==> src/rtl/ahb_dec_pkg.sv <==
// Shared encodings for the AHB-Lite decoder/mux and its optional watchdog.
// The watchdog is compiled in only when AHB_DEC_TIMEOUT_EN is defined.
package ahb_dec_pkg;

    localparam logic [1:0] HTRANS_IDLE   = 2'b00;
    localparam logic [1:0] HTRANS_BUSY   = 2'b01;
    localparam logic [1:0] HTRANS_NONSEQ = 2'b10;
    localparam logic [1:0] HTRANS_SEQ    = 2'b11;

    localparam logic [1:0] HRESP_OKAY  = 2'b00;
    localparam logic [1:0] HRESP_ERROR = 2'b01;

    typedef enum logic [1:0] {
        WD_WAIT = 2'd0,
        WD_ERR1 = 2'd1,
        WD_ERR2 = 2'd2
    } wd_state_e;

    // Data-phase owner: 0 = no owner, 1..N = mapped slave i-1, N+1 = default slave.
    localparam int unsigned DSEL_NONE = 0;

    function automatic int unsigned dsel_width(input int unsigned num_slaves);
        return $clog2(num_slaves + 2);
    endfunction

    function automatic int unsigned dsel_slave(input int unsigned idx);
        return idx + 1;
    endfunction

    function automatic int unsigned dsel_def(input int unsigned num_slaves);
        return num_slaves + 1;
    endfunction

endpackage

==> src/rtl/ahb_timeout_monitor.sv <==
// Data-phase stall watchdog: counts owner wait states and forces a two-cycle
// ERROR once the stall reaches TIMEOUT_CYCLES (instantiated under AHB_DEC_TIMEOUT_EN).
module ahb_timeout_monitor
    import ahb_dec_pkg::*;
#(
    parameter int unsigned TIMEOUT_CYCLES = 16
) (
    input  logic HCLK,
    input  logic HRESETn,
    input  logic active,
    input  logic ready_in,
    input  logic HREADY,
    output logic err_phase1,
    output logic err_phase2,
    output logic dec_timeout
);

    localparam int unsigned CNT_W = $clog2(TIMEOUT_CYCLES + 1);

    wd_state_e          r_state;
    wd_state_e          w_state_nxt;
    logic [CNT_W-1:0]   r_cnt;
    logic [CNT_W-1:0]   w_cnt_nxt;

    always_ff @(posedge HCLK or negedge HRESETn) begin
        if (!HRESETn) begin
            r_state <= WD_WAIT;
            r_cnt   <= '0;
        end else begin
            r_state <= w_state_nxt;
            r_cnt   <= w_cnt_nxt;
        end
    end

    // A stall edge that lands the count on TIMEOUT_CYCLES aborts; a ready edge never does.
    always_comb begin
        w_state_nxt = r_state;
        w_cnt_nxt   = r_cnt;
        case (r_state)
            WD_WAIT: begin
                if (HREADY) begin
                    w_cnt_nxt = '0;
                end else if (active && !ready_in) begin
                    w_cnt_nxt = r_cnt + CNT_W'(1);
                    if (r_cnt == CNT_W'(TIMEOUT_CYCLES - 1)) begin
                        w_state_nxt = WD_ERR1;
                    end
                end
            end
            WD_ERR1: begin
                w_state_nxt = WD_ERR2;
            end
            WD_ERR2: begin
                w_state_nxt = WD_WAIT;
                w_cnt_nxt   = '0;
            end
            default: begin
                w_state_nxt = WD_WAIT;
                w_cnt_nxt   = '0;
            end
        endcase
    end

    always_comb begin
        err_phase1  = 1'b0;
        err_phase2  = 1'b0;
        dec_timeout = 1'b0;
        case (r_state)
            WD_ERR1: err_phase1 = 1'b1;
            WD_ERR2: begin
                err_phase2  = 1'b1;
                dec_timeout = 1'b1;
            end
            default: ;
        endcase
    end

endmodule

==> src/rtl/ahb_decoder_mux.sv <==
// AHB-Lite single-master address decoder and slave response multiplexer.
// Define AHB_DEC_TIMEOUT_EN to add the data-phase stall watchdog.
module ahb_decoder_mux
    import ahb_dec_pkg::*;
#(
    parameter int unsigned ADDR_WIDTH     = 32,
    parameter int unsigned DATA_WIDTH     = 32,
    parameter int unsigned REGION_BITS    = 4,
    parameter int unsigned NUM_SLAVES     = 4,
    parameter int unsigned TIMEOUT_CYCLES = 16
) (
    input  logic                             HCLK,
    input  logic                             HRESETn,
    input  logic [ADDR_WIDTH-1:0]            HADDR,
    input  logic [1:0]                       HTRANS,
    output logic [NUM_SLAVES-1:0]            HSEL_S,
    output logic                             HSEL_D,
    input  logic [NUM_SLAVES*DATA_WIDTH-1:0] HRDATA_S,
    input  logic [NUM_SLAVES-1:0]            HREADYOUT_S,
    input  logic [2*NUM_SLAVES-1:0]          HRESP_S,
    input  logic [DATA_WIDTH-1:0]            HRDATA_D,
    input  logic                             HREADYOUT_D,
    input  logic [1:0]                       HRESP_D,
    output logic [DATA_WIDTH-1:0]            HRDATA,
    output logic                             HREADY,
    output logic [1:0]                       HRESP,
    output logic                             dec_timeout
);

    localparam int unsigned DSEL_W = dsel_width(NUM_SLAVES);
    localparam logic [DSEL_W-1:0] DSEL_NONE_C = DSEL_W'(DSEL_NONE);
    localparam logic [DSEL_W-1:0] DSEL_DEF_C  = DSEL_W'(dsel_def(NUM_SLAVES));

    if (NUM_SLAVES < 1 || NUM_SLAVES > (2**REGION_BITS) - 1) begin : g_bad_num_slaves
        $error("ahb_decoder_mux: NUM_SLAVES must be 1..2**REGION_BITS-1");
    end
    if (TIMEOUT_CYCLES < 2) begin : g_bad_timeout
        $error("ahb_decoder_mux: TIMEOUT_CYCLES must be at least 2");
    end
    if (ADDR_WIDTH <= REGION_BITS) begin : g_bad_addr
        $error("ahb_decoder_mux: ADDR_WIDTH must exceed REGION_BITS");
    end

    logic [REGION_BITS-1:0] w_region;
    logic                   w_in_map;
    logic                   w_trans_active;
    logic [DSEL_W-1:0]      w_dsel_addr;
    logic [DSEL_W-1:0]      r_dsel;
    logic                   w_own_ready;
    logic [1:0]             w_own_resp;
    logic [DATA_WIDTH-1:0]  w_own_rdata;
    logic                   w_err1;
    logic                   w_err2;
    logic                   w_unused_addr;

    assign w_region      = HADDR[ADDR_WIDTH-1 -: REGION_BITS];
    assign w_in_map      = (w_region < REGION_BITS'(NUM_SLAVES));
    assign w_unused_addr = ^HADDR[ADDR_WIDTH-REGION_BITS-1:0];

    // Address-phase decode: exactly one select every cycle, regardless of HTRANS.
    always_comb begin
        HSEL_S = '0;
        for (int unsigned i = 0; i < NUM_SLAVES; i++) begin
            HSEL_S[i] = (w_region == REGION_BITS'(i));
        end
        HSEL_D = !w_in_map;
    end

    assign w_trans_active = (HTRANS == HTRANS_NONSEQ) || (HTRANS == HTRANS_SEQ);
    assign w_dsel_addr    = w_in_map ? (DSEL_W'(w_region) + DSEL_W'(1)) : DSEL_DEF_C;

    // Data-phase owner advances only when the current data phase completes.
    always_ff @(posedge HCLK or negedge HRESETn) begin
        if (!HRESETn) begin
            r_dsel <= DSEL_NONE_C;
        end else if (HREADY) begin
            r_dsel <= w_trans_active ? w_dsel_addr : DSEL_NONE_C;
        end
    end

    // Owner response select; no owner reads as an idle OKAY with zero data.
    always_comb begin
        w_own_ready = 1'b1;
        w_own_resp  = HRESP_OKAY;
        w_own_rdata = '0;
        if (r_dsel == DSEL_DEF_C) begin
            w_own_ready = HREADYOUT_D;
            w_own_resp  = HRESP_D;
            w_own_rdata = HRDATA_D;
        end
        for (int unsigned i = 0; i < NUM_SLAVES; i++) begin
            if (r_dsel == DSEL_W'(dsel_slave(i))) begin
                w_own_ready = HREADYOUT_S[i];
                w_own_resp  = HRESP_S[2*i +: 2];
                w_own_rdata = HRDATA_S[i*DATA_WIDTH +: DATA_WIDTH];
            end
        end
    end

    // Watchdog abort phases override whatever the abandoned owner drives.
    always_comb begin
        HREADY = w_own_ready;
        HRESP  = w_own_resp;
        HRDATA = w_own_rdata;
        if (w_err1) begin
            HREADY = 1'b0;
            HRESP  = HRESP_ERROR;
            HRDATA = '0;
        end else if (w_err2) begin
            HREADY = 1'b1;
            HRESP  = HRESP_ERROR;
            HRDATA = '0;
        end
    end

`ifdef AHB_DEC_TIMEOUT_EN
    logic w_active;

    assign w_active = (r_dsel != DSEL_NONE_C);

    ahb_timeout_monitor #(
        .TIMEOUT_CYCLES (TIMEOUT_CYCLES)
    ) u_timeout_monitor (
        .HCLK        (HCLK),
        .HRESETn     (HRESETn),
        .active      (w_active),
        .ready_in    (w_own_ready),
        .HREADY      (HREADY),
        .err_phase1  (w_err1),
        .err_phase2  (w_err2),
        .dec_timeout (dec_timeout)
    );
`else
    assign w_err1      = 1'b0;
    assign w_err2      = 1'b0;
    assign dec_timeout = 1'b0;
`endif

endmodule

==> config.mk <==
export PLATFORM = sky130hd
export DESIGN_NAME = ahb_decoder_mux
export DESIGN_NICKNAME = d
export VERILOG_FILES = /design/src/rtl/ahb_dec_pkg.sv /design/src/rtl/ahb_timeout_monitor.sv /design/src/rtl/ahb_decoder_mux.sv
export SDC_FILE = /design/constraint.sdc
export NUM_CORES = 1
export LEC_CHECK = 0
export ABC_AREA = 1
export ABC_CLOCK_PERIOD_IN_PS = 2000
export CAP_MARGIN = 0
export CORE_ASPECT_RATIO = 0.5
export CORE_MARGIN = 5
export CORE_UTILIZATION = 20
export CTS_BUF_LIST = sky130_fd_sc_hd__clkbuf_16
export CTS_CLUSTER_DIAMETER = 80
export DETAILED_ROUTE_END_ITERATION = 7
export HOLD_SLACK_MARGIN = 0.05
export PLACE_DENSITY = 0.93
export SYNTH_ARGS = -nofsm -noshare
export SYNTH_HDL_FRONTEND = slang
export SYNTH_SLANG_ARGS = --single-unit
==> constraint.sdc <==
create_clock -name HCLK -period 2 [get_ports HCLK]
set_clock_uncertainty 0.2 [all_clocks]
set_input_delay 0.3 -clock HCLK [delete_from_list [all_inputs] [get_ports HCLK]]
set_output_delay 0.3 -clock HCLK [all_outputs]
set_load 0.005 [all_outputs]
==> qor.yml <==
cp_data_required_time_ns: 1.50
dieArea_um2: 8360
clk_latency_ns: 0.22
slew_violations: 0
maxCapViolCount: 0
nets: 707
synthCells: 240
fin_crit_sh: 1.08
setup_slack_ns: -0.156
detail_route.first_pass.iterations: 4
critical_path.top_delay_family: "simple AND/OR/NAND/NOR gates"
core_area_um2: 6210
die_h_um: 67.2
yosysWarnings: 0
cts_root_buf: "clkbuf_16"
via_per_inst: 4.77
powerDensity_nw_per_um2: 792
fillers: 528
synth_seq_cells: 3
clock_sinks: 3
track_usage: 0.224
failed_checks: "setup timing"
cp-start-kind: "flip-flop"
regMostFlops: "r_dsel"
synth_fp_nets: 455
cp-end-kind: "primary output"
num_vias: 2763
synth_seq_area_share: 0.0574
initial_core_util: 0.211
place.gp.congestion: 0.883
period_needed_ns: 2.16
drt_iter0_markers: 202
cts_buffer_depth: 2
routed_wl_mm: 10.5
seqCellArea_um2: 77.6
cp.arrival_ns: 1.66
pre_cts_ws_ns: -0.280
slowest_stage: "dfrtp_2"
remaining_drc_errors: 0
grt_antenna_before_repair: 0
avgSynthCellArea_um2: 5.45
wl_per_cell_um: 18.1
ir_drop_v: 0.000403
worstPathMaxFanout: 5
cpMostUsedCell: "buf_6"
netlist_area_um2: 1310
outcome: "finished with violations"
path_buf_inv: 4
dp_hpwl_mm: 7.80
synth.distinct_cells: 20
die_w_um: 124
rsz0062_at_grt: "yes"
cts_hold_buffers: 0
finalSetupViolCount: 35
grt_pass1_wl_mm: 15.0
finalHoldViolations: 0
grt_pass1_vias: 2840
clk_pin_slew_ns: 0.03
hold_slack_ns: 0.0631
hold_class: "in2async"
reg_top3: "r_dsel x3"
fmax_mhz: 464
numCtsBuffers: 3
multi_input_area_um2: 1190
cpPeakStageDelay_ns: 0.44
postRouteAntennaNets: 0
tritoncts: "built"
antenna_cells: 0
cts.htree.levels: 1
grt_max_degree: 23
p_leak_nw: 1.72
fp-row-count: 20
num_io_pins: 252
portBuffers: 221
syn_to_final_growth_pct: 207
crit_chain: "nor3_4 > buf_4 > buf_6 > buf_8 > nand2_1 > nand3_2 > nand2_4 > buf_6"
drive_above_1_share: 0.257
largest_reg_flops: 3
globalRouteOverflowTotal: 0
critPathKind: "reg2out"
==> synthesized netlist by cell type (all sizes together) <==
library cell | n | area [um2]
dfrtp | 3 | 75.1
nand3 | 5 | 30.0
nand4 | 35 | 219
inv | 12 | 45.1
nor2 | 10 | 45.1
a21oi | 3 | 15.0
conb | 1 | 3.75
a22oi | 34 | 255
buf | 12 | 81.3
nand2 | 114 | 438
nor3 | 2 | 32.5
ha | 4 | 50.1
clkbuf | 5 | 18.8
==> power breakdown <==
| group | switching, mW | internal (mW) | leakage (nW) | total (mW) |
|---|---|---|---|---|
| Clock | 0.0549 | 0.258 | 0.0423 | 0.313 |
| Sequential | 0.0449 | 0.0891 | 0.0361 | 0.134 |
| Combinational | 1.29 | 1.45 | 1.64 | 2.73 |
==> cell usage in the layout, fill, tap and decap left out, drive strengths merged <==
master         count
nand2            114
nor2              10
clkbuf             3
inv               13
nand4             35
buf               78
clkdlybuf4s50    181
dfrtp              3
nand3              5
a22oi             34
conb               1
dlygate4sd2        5
a21oi              3
nor3               2
ha                 4
==> per-layer routing <==
layer / global-route usage / wire [um]
met4: 0.0697 / 352
met1: 0.254 / 3930
met2: 0.433 / 5610
met5: 0 / 0
met3: 0.0474 / 594
==> path summary, 6_finish.rpt <==
path | start | to | slack (ns) | cells after the start
max | r_dsel[0]$_DFFE_PN0P_ | HREADY | -0.16 | 8
min | HRESETn | r_dsel[2]$_DFFE_PN0P_ | 0.06 | 1
max reg2reg | r_dsel[0]$_DFFE_PN0P_ | r_dsel[0]$_DFFE_PN0P_ | 0.08 | 10
min reg2reg | r_dsel[2]$_DFFE_PN0P_ | r_dsel[2]$_DFFE_PN0P_ | 0.54 | 3
max in group asynchronous | HRESETn | r_dsel[0]$_DFFE_PN0P_ | 1.37 | 1
min in group HCLK | HADDR[28] | r_dsel[0]$_DFFE_PN0P_ | 0.39 | 4
==> timing repair <==
item	CTS	global route
setup buffers	15	5
hold endpoints to repair	0	0
pin swaps	13	8
resized for setup	204	13
setup endpoints to repair	40	35
cloned	4	0
==> cell families after synthesis <==
logic type / synth area share
AND/OR/NAND/NOR: 0.584
buffers and inverters: 0.111
AO/OA/AOI/OAI: 0.206
flip-flops: 0.0574
other: 0.00287
adder cells (fa/ha/maj): 0.0382
==> through the flow <==
step	instances	total power [mW]	area [um2]	util	TNS, ns
after floorplan	240	1.20	1310	-	0
after global placement	554	2.85	3730	0.602	-7.69
after detailed placement	554	2.89	3730	0.602	-9.06
after CTS	577	3.08	3990	0.643	-2.65
after global routing	579	3.42	4020	0.647	-5.32
final	579	3.18	4020	0.647	-2.81
==> layout make-up <==
cell class              instances  share of cell area
inverters                      12              0.0112
clock inverters                 1            0.000935
well taps                      88              0.0274
multi-input cells             208               0.297
flip-flops and latches          3              0.0193
clock buffers                   3              0.0187
repair buffers                264               0.626
No activity file was read; power rests on OpenSTA's default activity.
